$ cat src/rtl/char_sweep_ctrl.sv
`default_nettype none
// =============================================================================
// char_sweep_ctrl : slope x load grid sweep sequencer with measurement capture
// Rev 1.0
// =============================================================================
module char_sweep_ctrl #(
  parameter int NB_SLOPES     = 7,
  parameter int NB_CAPA       = 7,
  parameter int SETTLE_CYCLES = 10,
  parameter int MEAS_W        = 16,
  localparam int C_SLOPE_W    = (NB_SLOPES > 1) ? $clog2(NB_SLOPES) : 1,
  localparam int C_CAPA_W     = (NB_CAPA > 1) ? $clog2(NB_CAPA) : 1
) (
  input  logic                 clk,
  input  logic                 rst_n,
  input  logic                 start,
  input  logic [1:0]           mode,
  output logic [C_SLOPE_W-1:0] slope_idx,
  output logic [C_CAPA_W-1:0]  capa_idx,
  output logic                 din,
  input  logic                 dout,
  input  logic                 meas_valid,
  input  logic [MEAS_W-1:0]    meas_value,
  output logic                 res_valid,
  input  logic                 res_ready,
  output logic [C_SLOPE_W-1:0] res_slope,
  output logic [C_CAPA_W-1:0]  res_capa,
  output logic                 res_edge,
  output logic [MEAS_W-1:0]    res_value,
  output logic                 res_last,
  output logic                 busy,
  output logic                 done,
  output logic                 err,
  output logic [1:0]           err_code
);

  localparam int C_CNT_W = $clog2(SETTLE_CYCLES);
  localparam logic [C_CNT_W-1:0]   C_CNT_LAST   = C_CNT_W'(SETTLE_CYCLES - 1);
  localparam logic [C_SLOPE_W-1:0] C_SLOPE_LAST = C_SLOPE_W'(NB_SLOPES - 1);
  localparam logic [C_CAPA_W-1:0]  C_CAPA_LAST  = C_CAPA_W'(NB_CAPA - 1);

  localparam logic [1:0] C_MODE_RISE = 2'd1;
  localparam logic [1:0] C_MODE_BOTH = 2'd2;
  localparam logic [1:0] C_MODE_ILL  = 2'd3;

  localparam logic [1:0] C_ERR_NONE     = 2'd0;
  localparam logic [1:0] C_ERR_TIMEOUT  = 2'd1;
  localparam logic [1:0] C_ERR_MISMATCH = 2'd2;
  localparam logic [1:0] C_ERR_MODE     = 2'd3;

  typedef enum logic [3:0] {
    S_IDLE, S_PRESET, S_EDGE1, S_EMIT1, S_EDGE2, S_EMIT2, S_NEXT, S_DONE, S_ERROR
  } state_t;

  state_t                 state_q, state_d;
  logic [C_CNT_W-1:0]     cnt_q, cnt_d;
  logic [1:0]             mode_q, mode_d;
  logic [C_SLOPE_W-1:0]   slope_q, slope_d;
  logic [C_CAPA_W-1:0]    capa_q, capa_d;
  logic                   din_q, din_d;
  logic                   got_q, got_d;
  logic [MEAS_W-1:0]      meas_q, meas_d;
  logic                   res_valid_q, res_valid_d;
  logic [C_SLOPE_W-1:0]   res_slope_q, res_slope_d;
  logic [C_CAPA_W-1:0]    res_capa_q, res_capa_d;
  logic                   res_edge_q, res_edge_d;
  logic [MEAS_W-1:0]      res_value_q, res_value_d;
  logic                   res_last_q, res_last_d;
  logic                   err_q, err_d;
  logic [1:0]             err_code_q, err_code_d;

  logic                   rest_lvl, both, last_point, win_end, hit, measured;
  logic [MEAS_W-1:0]      meas_cur;

  always_comb begin
    rest_lvl   = (mode_q == C_MODE_RISE);
    both       = (mode_q == C_MODE_BOTH);
    last_point = (slope_q == C_SLOPE_LAST) && (capa_q == C_CAPA_LAST);
    win_end    = (cnt_q == C_CNT_LAST);
    // a strobe on the closing window cycle still counts as the measurement
    hit        = got_q | meas_valid;
    meas_cur   = got_q ? meas_q : meas_value;
  end

  always_comb begin
    state_d     = state_q;
    cnt_d       = cnt_q;
    mode_d      = mode_q;
    slope_d     = slope_q;
    capa_d      = capa_q;
    din_d       = din_q;
    got_d       = got_q;
    meas_d      = meas_q;
    res_valid_d = res_valid_q;
    res_slope_d = res_slope_q;
    res_capa_d  = res_capa_q;
    res_edge_d  = res_edge_q;
    res_value_d = res_value_q;
    res_last_d  = res_last_q;
    err_d       = err_q;
    err_code_d  = err_code_q;
    measured    = (state_q == S_EDGE1) || both;

    unique case (state_q)
      S_IDLE: begin
        if (start) begin
          err_d = 1'b1;
          err_code_d = C_ERR_MODE;
          if (mode != C_MODE_ILL) begin
            err_d      = 1'b0;
            err_code_d = C_ERR_NONE;
            mode_d     = mode;
            slope_d    = '0;
            capa_d     = '0;
            cnt_d      = '0;
            din_d      = (mode == C_MODE_RISE);
            state_d    = S_PRESET;
          end
        end
      end
      S_PRESET: begin
        if (win_end) begin
          cnt_d   = '0;
          din_d   = ~din_q;
          got_d   = 1'b0;
          state_d = S_EDGE1;
        end else begin
          cnt_d = cnt_q + C_CNT_W'(1);
        end
      end
      S_EDGE1, S_EDGE2: begin
        if (meas_valid && !got_q) begin
          got_d  = 1'b1;
          meas_d = meas_value;
        end
        if (!win_end) begin
          cnt_d = cnt_q + C_CNT_W'(1);
        end else begin
          cnt_d = '0;
          if (dout == din_q) begin
            err_d = 1'b1;
            err_code_d = C_ERR_MISMATCH;
            din_d = rest_lvl;
            state_d = S_ERROR;
          end else if (measured && !hit) begin
            err_d = 1'b1;
            err_code_d = C_ERR_TIMEOUT;
            din_d = rest_lvl;
            state_d = S_ERROR;
          end else if (measured) begin
            res_valid_d = 1'b1;
            res_slope_d = slope_q;
            res_capa_d  = capa_q;
            res_edge_d  = ~din_q;
            res_value_d = meas_cur;
            res_last_d  = last_point && ((state_q == S_EDGE2) || !both);
            state_d     = (state_q == S_EDGE1) ? S_EMIT1 : S_EMIT2;
          end else begin
            state_d = S_NEXT;
          end
        end
      end
      S_EMIT1, S_EMIT2: begin
        if (res_ready) begin
          res_valid_d = 1'b0;
          if (state_q == S_EMIT1) begin
            din_d   = ~din_q;
            got_d   = 1'b0;
            cnt_d   = '0;
            state_d = S_EDGE2;
          end else begin
            state_d = S_NEXT;
          end
        end
      end
      S_NEXT: begin
        if (last_point) begin
          state_d = S_DONE;
        end else begin
          if (capa_q == C_CAPA_LAST) begin
            capa_d  = '0;
            slope_d = slope_q + C_SLOPE_W'(1);
          end else begin
            capa_d = capa_q + C_CAPA_W'(1);
          end
          cnt_d   = '0;
          state_d = S_PRESET;
        end
      end
      S_DONE:  state_d = S_IDLE;
      S_ERROR: state_d = S_IDLE;
      default: state_d = S_IDLE;
    endcase
  end

  always_ff @(posedge clk) begin
    if (!rst_n) begin
      state_q     <= S_IDLE;
      cnt_q       <= '0;
      mode_q      <= '0;
      slope_q     <= '0;
      capa_q      <= '0;
      din_q       <= 1'b0;
      got_q       <= 1'b0;
      meas_q      <= '0;
      res_valid_q <= 1'b0;
      res_slope_q <= '0;
      res_capa_q  <= '0;
      res_edge_q  <= 1'b0;
      res_value_q <= '0;
      res_last_q  <= 1'b0;
      err_q       <= 1'b0;
      err_code_q  <= C_ERR_NONE;
    end else begin
      state_q     <= state_d;
      cnt_q       <= cnt_d;
      mode_q      <= mode_d;
      slope_q     <= slope_d;
      capa_q      <= capa_d;
      din_q       <= din_d;
      got_q       <= got_d;
      meas_q      <= meas_d;
      res_valid_q <= res_valid_d;
      res_slope_q <= res_slope_d;
      res_capa_q  <= res_capa_d;
      res_edge_q  <= res_edge_d;
      res_value_q <= res_value_d;
      res_last_q  <= res_last_d;
      err_q       <= err_d;
      err_code_q  <= err_code_d;
    end
  end

  assign slope_idx = slope_q;
  assign capa_idx  = capa_q;
  assign din       = din_q;
  assign res_valid = res_valid_q;
  assign res_slope = res_slope_q;
  assign res_capa  = res_capa_q;
  assign res_edge  = res_edge_q;
  assign res_value = res_value_q;
  assign res_last  = res_last_q;
  assign busy      = (state_q != S_IDLE) && (state_q != S_ERROR);
  assign done      = (state_q == S_DONE);
  assign err       = err_q;
  assign err_code  = err_code_q;

endmodule
`default_nettype wire

$ cat config.mk
export PLATFORM = sky130hd
export DESIGN_NAME = char_sweep_ctrl
export DESIGN_NICKNAME = d
export VERILOG_FILES = /design/src/rtl/char_sweep_ctrl.sv
export SDC_FILE = /design/constraint.sdc
export NUM_CORES = 1
export LEC_CHECK = 0
export BUFFER_PORTS_ARGS = -buffer_cell sky130_fd_sc_hd__buf_2
export CORE_MARGIN = 2
export CORE_UTILIZATION = 55
export CTS_BUF_LIST = sky130_fd_sc_hd__clkbuf_4 sky130_fd_sc_hd__clkbuf_8 sky130_fd_sc_hd__clkbuf_16
export DETAILED_ROUTE_END_ITERATION = 16
export GPL_TIMING_DRIVEN = 0
export PLACE_DENSITY = 0.83
export SLEW_MARGIN = 20
export SYNTH_ARGS = -nofsm -noshare
export SYNTH_HDL_FRONTEND = slang
export SYNTH_SLANG_ARGS = --single-unit
$ cat constraint.sdc
create_clock -name clk -period 3.6 [get_ports clk]
set_clock_uncertainty 0.05 [all_clocks]
set_input_delay 0.18 -clock clk [delete_from_list [all_inputs] [get_ports clk]]
set_output_delay 0.18 -clock clk [all_outputs]
set_load 0.02 [all_outputs]
After elaboration in Yosys (flattened, before gate mapping):

Cells that the tools add are included.

* shift-type cells: 0
* multipliers: 0
* divide/modulo/power cells: 0
* eq/ne operators: 29
* reduce and logical (&&, ||, !) cells: 32
* $add $sub $neg: 3
* bitwise gates (word level): 4
* order comparisons: 0
* mux-type cells: 60

Operators with widths (count)
* $mux W4: 13
* $mux W3: 9
* $ne A2 B2 Y1 const B: 13
* $mux W1: 22
* $pmux W4 S5: 1
* $reduce_and A5 Y1: 4
* $eq A4 B3 Y1 const B: 4
* $mux W16: 1
* $pmux W4 S4: 1
* $mux W2: 6
* $pmux W3 S2: 2
* $reduce_and A6 Y1: 2
* $reduce_bool A4 Y1: 3
* $eq A4 B2 Y1 const B: 2
* $reduce_and A4 Y1: 2
* $reduce_and A8 Y1: 1
* $add A3 B1 Y3 const B: 2
* $eq A3 B3 Y1 const B: 2
* $reduce_bool A2 Y1: 3
* $logic_and A1 B1 Y1: 5
* $add A4 B1 Y4 const B: 1
* $eq A2 B1 Y1 const B: 2
* $eq A4 B1 Y1 const B: 1
* $eq A4 B4 Y1 const B: 1
* other kinds (18): 25

* logic and storage cells: 144
* ROM bits: 0
* RAM bits: 0
* bits in latches: 0
* memories kept: 0
* output and inout port bits: 37
* bits in registers: 62
* input bits: 24

Logic depth before layout (Yosys ltp):

* depth after elaboration: 7
* gate-level depth with buffers: 8
* depth with buffers taken out: 7

Worst setup path after synthesis:

Ideal clock, no wire load.

* kind: reg2reg
* from: reg state_q[2]
* to: reg res_capa_q[0] (netlist: res_capa[0])
* setup time: 128 ps
* arrival time: 1910 ps
* data required time: 3422 ps
* stages on the path, launching flop included: 7
* path buffers: 1
* period minus slack after synthesis: 2088 ps
* slack: 1512 ps
* cell sequence: dfxtp_1 -> or4b_4 -> and2_4 -> nor4_4 -> buf_4 -> mux2i_1 -> nor2_1

* word-level cells in the longest chain between the ends: 5
* elaborated cells between the ends (all ways): 7
* classes of those cells: eq/ne: 2; bitwise: 1; reduce/logical: 4

Ends and longest elaborated chain
* from (decl): RTL line 55 `state_t state_q, state_d;`
* from (signal assigned): RTL line 215 `state_q <= state_d;`
* $eq A4 B2 Y1: RTL line 102, 104
* $logic_or A1 B1 Y1: RTL line 102 `measured = (state_q == S_EDGE1) || both;`
* $logic_and A1 B1 Y1: RTL line 145 `end else if (measured && !hit) begin`
* $not A1 Y1 (no line)
* $reduce_and A5 Y1 (no line) (*)
* to (signal assigned): RTL line 225 `res_capa_q <= res_capa_d;`
* to (decl): RTL line 65 `logic [C_CAPA_W-1:0] res_capa_q, res_capa_d;`

Every way passes the cells marked *; elsewhere a longest branch is shown, timed or not.
A chain may end at the register's enable or synchronous reset.

Worst setup path in the final report:

* from: reg state_q[1]
* to: reg res_slope_q[0] (netlist: res_slope[0])

* word-level cells in the longest chain between the ends: 5
* elaborated cells between the ends (all ways): 7
* classes of those cells: eq/ne: 2; bitwise: 1; reduce/logical: 4

Ends and longest elaborated chain
* $eq A4 B2 Y1: RTL line 102, 104
* $logic_or A1 B1 Y1: RTL line 102
* $logic_and A1 B1 Y1: RTL line 145
* $not A1 Y1 (no line)
* $reduce_and A5 Y1 (no line) (*)
* to (signal assigned): RTL line 224 `res_slope_q <= res_slope_d;`
* to (decl): RTL line 64 `logic [C_SLOPE_W-1:0] res_slope_q, res_slope_d;`

Marked as above.

==> flow_summary.ini <==
[synth]
ys_ff_latch = 62
syn_avg_cell_area_sq_um = 9.17
synth-async-reset-ratio_pct = 0
yosys-top-cells-area = dfxtp_1 (41%), mux2i_1 (13%), a211oi_2 (7.0%), nor2_1 (6.7%), a21oi_1 (2.6%)
synthFlopType = dfxtp_1
netlist_instances = 332
ys_seq_area_share_pct = 40.8
syn-num-nets = 360
ys_types = 51
ys_warn_count = 0
synth_top_area_share_pct = 40.8
syn-cell-area_sq_um = 3040
synth_edf_count = 0
post-synth-top-area-cell = dfxtp_1

[route]
drc_errors = 0
routed_via_density = 5.80
drtIter0Drc = 209
vias = 2776
drt-pass1-iter-count = 4
drt_wl_total_um = 7430
ant_nets = 0
wl_per_cell_um = 15.5

[power_and_ir_drop]
swShare_pct = 33.5
p_int_w = 0.00141
switching_power_w = 0.000712
total_power_w = 0.00213
power_density_nw_per_um2 = 580
power_frac_seq_pct = 37.1
p_clk_share_pct = 33.1
leakagePower_nw = 1.58
combinationalPowerShare_pct = 29.8
ir_drop_uv = 369

[setup_path]
crit_arrival_ps = 2790
startpoint = state_q[1]
path_cells = buf_2 > xor2_1 > nand3_1 > nor4_4 > buf_4 > mux2i_1 > nor2_1
cpPeakStageDelay_ps = 640
crit_type = flop to flop
path_delay_family = simple AND/OR/NAND/NOR gates
r2r_start = state_q[1]
path_max_fanout = 10
critPathSlowestCell = nor4_4
cp-end-kind = flop
crit_buf_inv = 2
crit_path_start_kind = flop
required_ps = 3770

[die]
start_util_pct = 56.0
die-area_sq_um = 6150
core_sq_um = 5440
die_w_um = 78.4
fp.dieH_um = 78.4
num_io_pins = 61
core.rowCount = 27

[clock_network]
cts_buffers = 9
clock_latency_ps = 340
cts_sinks = 62
cts_setup_buffers = 0
clk_pin_slew_ps = 70
htree_levels = 3
cts_root_buffer = clkbuf_8
ctsResizeCount = 0
tritoncts = yes
clk_path_buf_depth = 2
hold_buffers = 0

[sta]
setup_viol = 0
rsz0062_at_grt = false
slew_headroom_pct = 48.7
tightest_slew_ps = 760
tns_ps = 0
finalCriticalPeriod_ps = 2620
layout_setup_ws_ps = 980
hold_viol = 0
finalMaxSlewViolations = 0
max_freq_ghz = 0.382
finalCritPeriodShare_pct = 72.8

[global_routing]
grt_antenna_before_repair = 0
grt_pass1_wl_um = 12100
overflow = 0
grt_pass1_vias = 2585
grt_max_degree = 12
grt_use_total_pct = 24.8

[placement]
placed_cell_area_sq_um = 3430
dp_hpwl_um = 5380
port_buffers = 59
globalplace.congestion = 0.957
dp_slack_ps = 1040

[status]
status = complete, no violations

[run]
drv_cap = 0

[cells_and_area]
mostFrequentLayoutCells = buf_2 (64), dfxtp_1 (62), nor2_1 (54)
post-route-util_pct = 67.3
layout.nets = 430
design_area_sq_um = 3660
layout-drive-gt1-share_pct = 26.0
diodes = 0
area_delta_synth_final_pct = 20.3
mostFrequentLayoutCell = buf_2

[hold_path]
hp-start = meas_value[7]
hold_path.class = input port to flop
## cell usage after synthesis (3+ instances only)
| cell type | count |
|---|---|
| a211oi_1 | 5 |
| a211oi_2 | 17 |
| a21o_1 | 3 |
| a21oi_1 | 16 |
| a31oi_1 | 5 |
| buf_2 | 5 |
| clkbuf_1 | 15 |
| dfxtp_1 | 62 |
| ha_1 | 4 |
| inv_1 | 5 |
| mux2i_1 | 41 |
| nand2_1 | 19 |
| nand2b_1 | 6 |
| nand3_1 | 5 |
| nand3b_1 | 4 |
| nor2_1 | 54 |
| nor2b_1 | 4 |
| nor3_1 | 3 |
| o21ai_0 | 11 |
| o22ai_1 | 3 |
## through the flow
step / std cells / hold WS [ps]
floorplan: 332 / 274
global placement: 463 / 374
detailed placement: 463 / 390
CTS: 479 / 28.2
global route: 479 / 33.4
finish: 479 / 37.0
## logic make-up after synthesis
group,Yosys count,synth area share [%]
multiplexers,41,13.5
XOR/XNOR,4,1.15
flip-flops,62,40.8
AND/OR/NAND/NOR,117,19.4
buffers and inverters,27,3.78
AO/OA/AOI/OAI,77,19.7
adder cells (fa/ha/maj),4,1.64
## power groups by stage
| stage | sequential, W | clock, W | combinational [W] |
|---|---|---|---|
| finish | 0.000789 | 0.000704 | 0.000633 |
| global placement | 0.000799 | 0 | 0.000601 |
| floorplan | 0.000800 | 0 | 0.000469 |
| detailed placement | 0.000802 | 0 | 0.000617 |
| global route | 0.000793 | 0.000743 | 0.000687 |
| CTS | 0.000787 | 0.000712 | 0.000621 |
## area by class of cell
cell class                 count  area, sq um
clock buffer                  11          151
buffer                        22         96.3
fill                         442         1780
inverter                       5         18.8
sequential                    62         1240
timing repair buffer          59          295
clock inverter                 5         81.3
tap                           72         90.1
multi-input combinational    243         1690
## final timing paths
kind	to	slack [ps]	cells past startpoint
max	res_slope[0]	980	7
max reg2reg	res_slope[0]	980	7
min	meas_q[7]	40	3
min reg2reg	err	400	1
## worst min-delay path, stage by stage
cell and delay (ps):
buf_2 80, mux2i_1 60, nor2_1 70
## state kept, by name, indices dropped and copies added, names as in the netlist
| signal | cells |
|---|---|
| capa_idx | 3 |
| cnt_q | 4 |
| din | 1 |
| err | 1 |
| err_code | 2 |
| got_q | 1 |
| meas_q | 16 |
| mode_q | 2 |
| res_capa | 3 |
| res_edge | 1 |
| res_last | 1 |
| res_slope | 3 |
| res_valid | 1 |
| res_value | 16 |
| slope_idx | 3 |
| state_q | 4 |
## layer usage
layer	vias up	track usage, %	routed length, um
li1	1335	-	-
met1	1335	29.7	3160
met2	93	42.3	3680
met3	13	7.93	455
met4	0	8.07	134
met5	-	0	0
(Power assumes the default switching activity.)
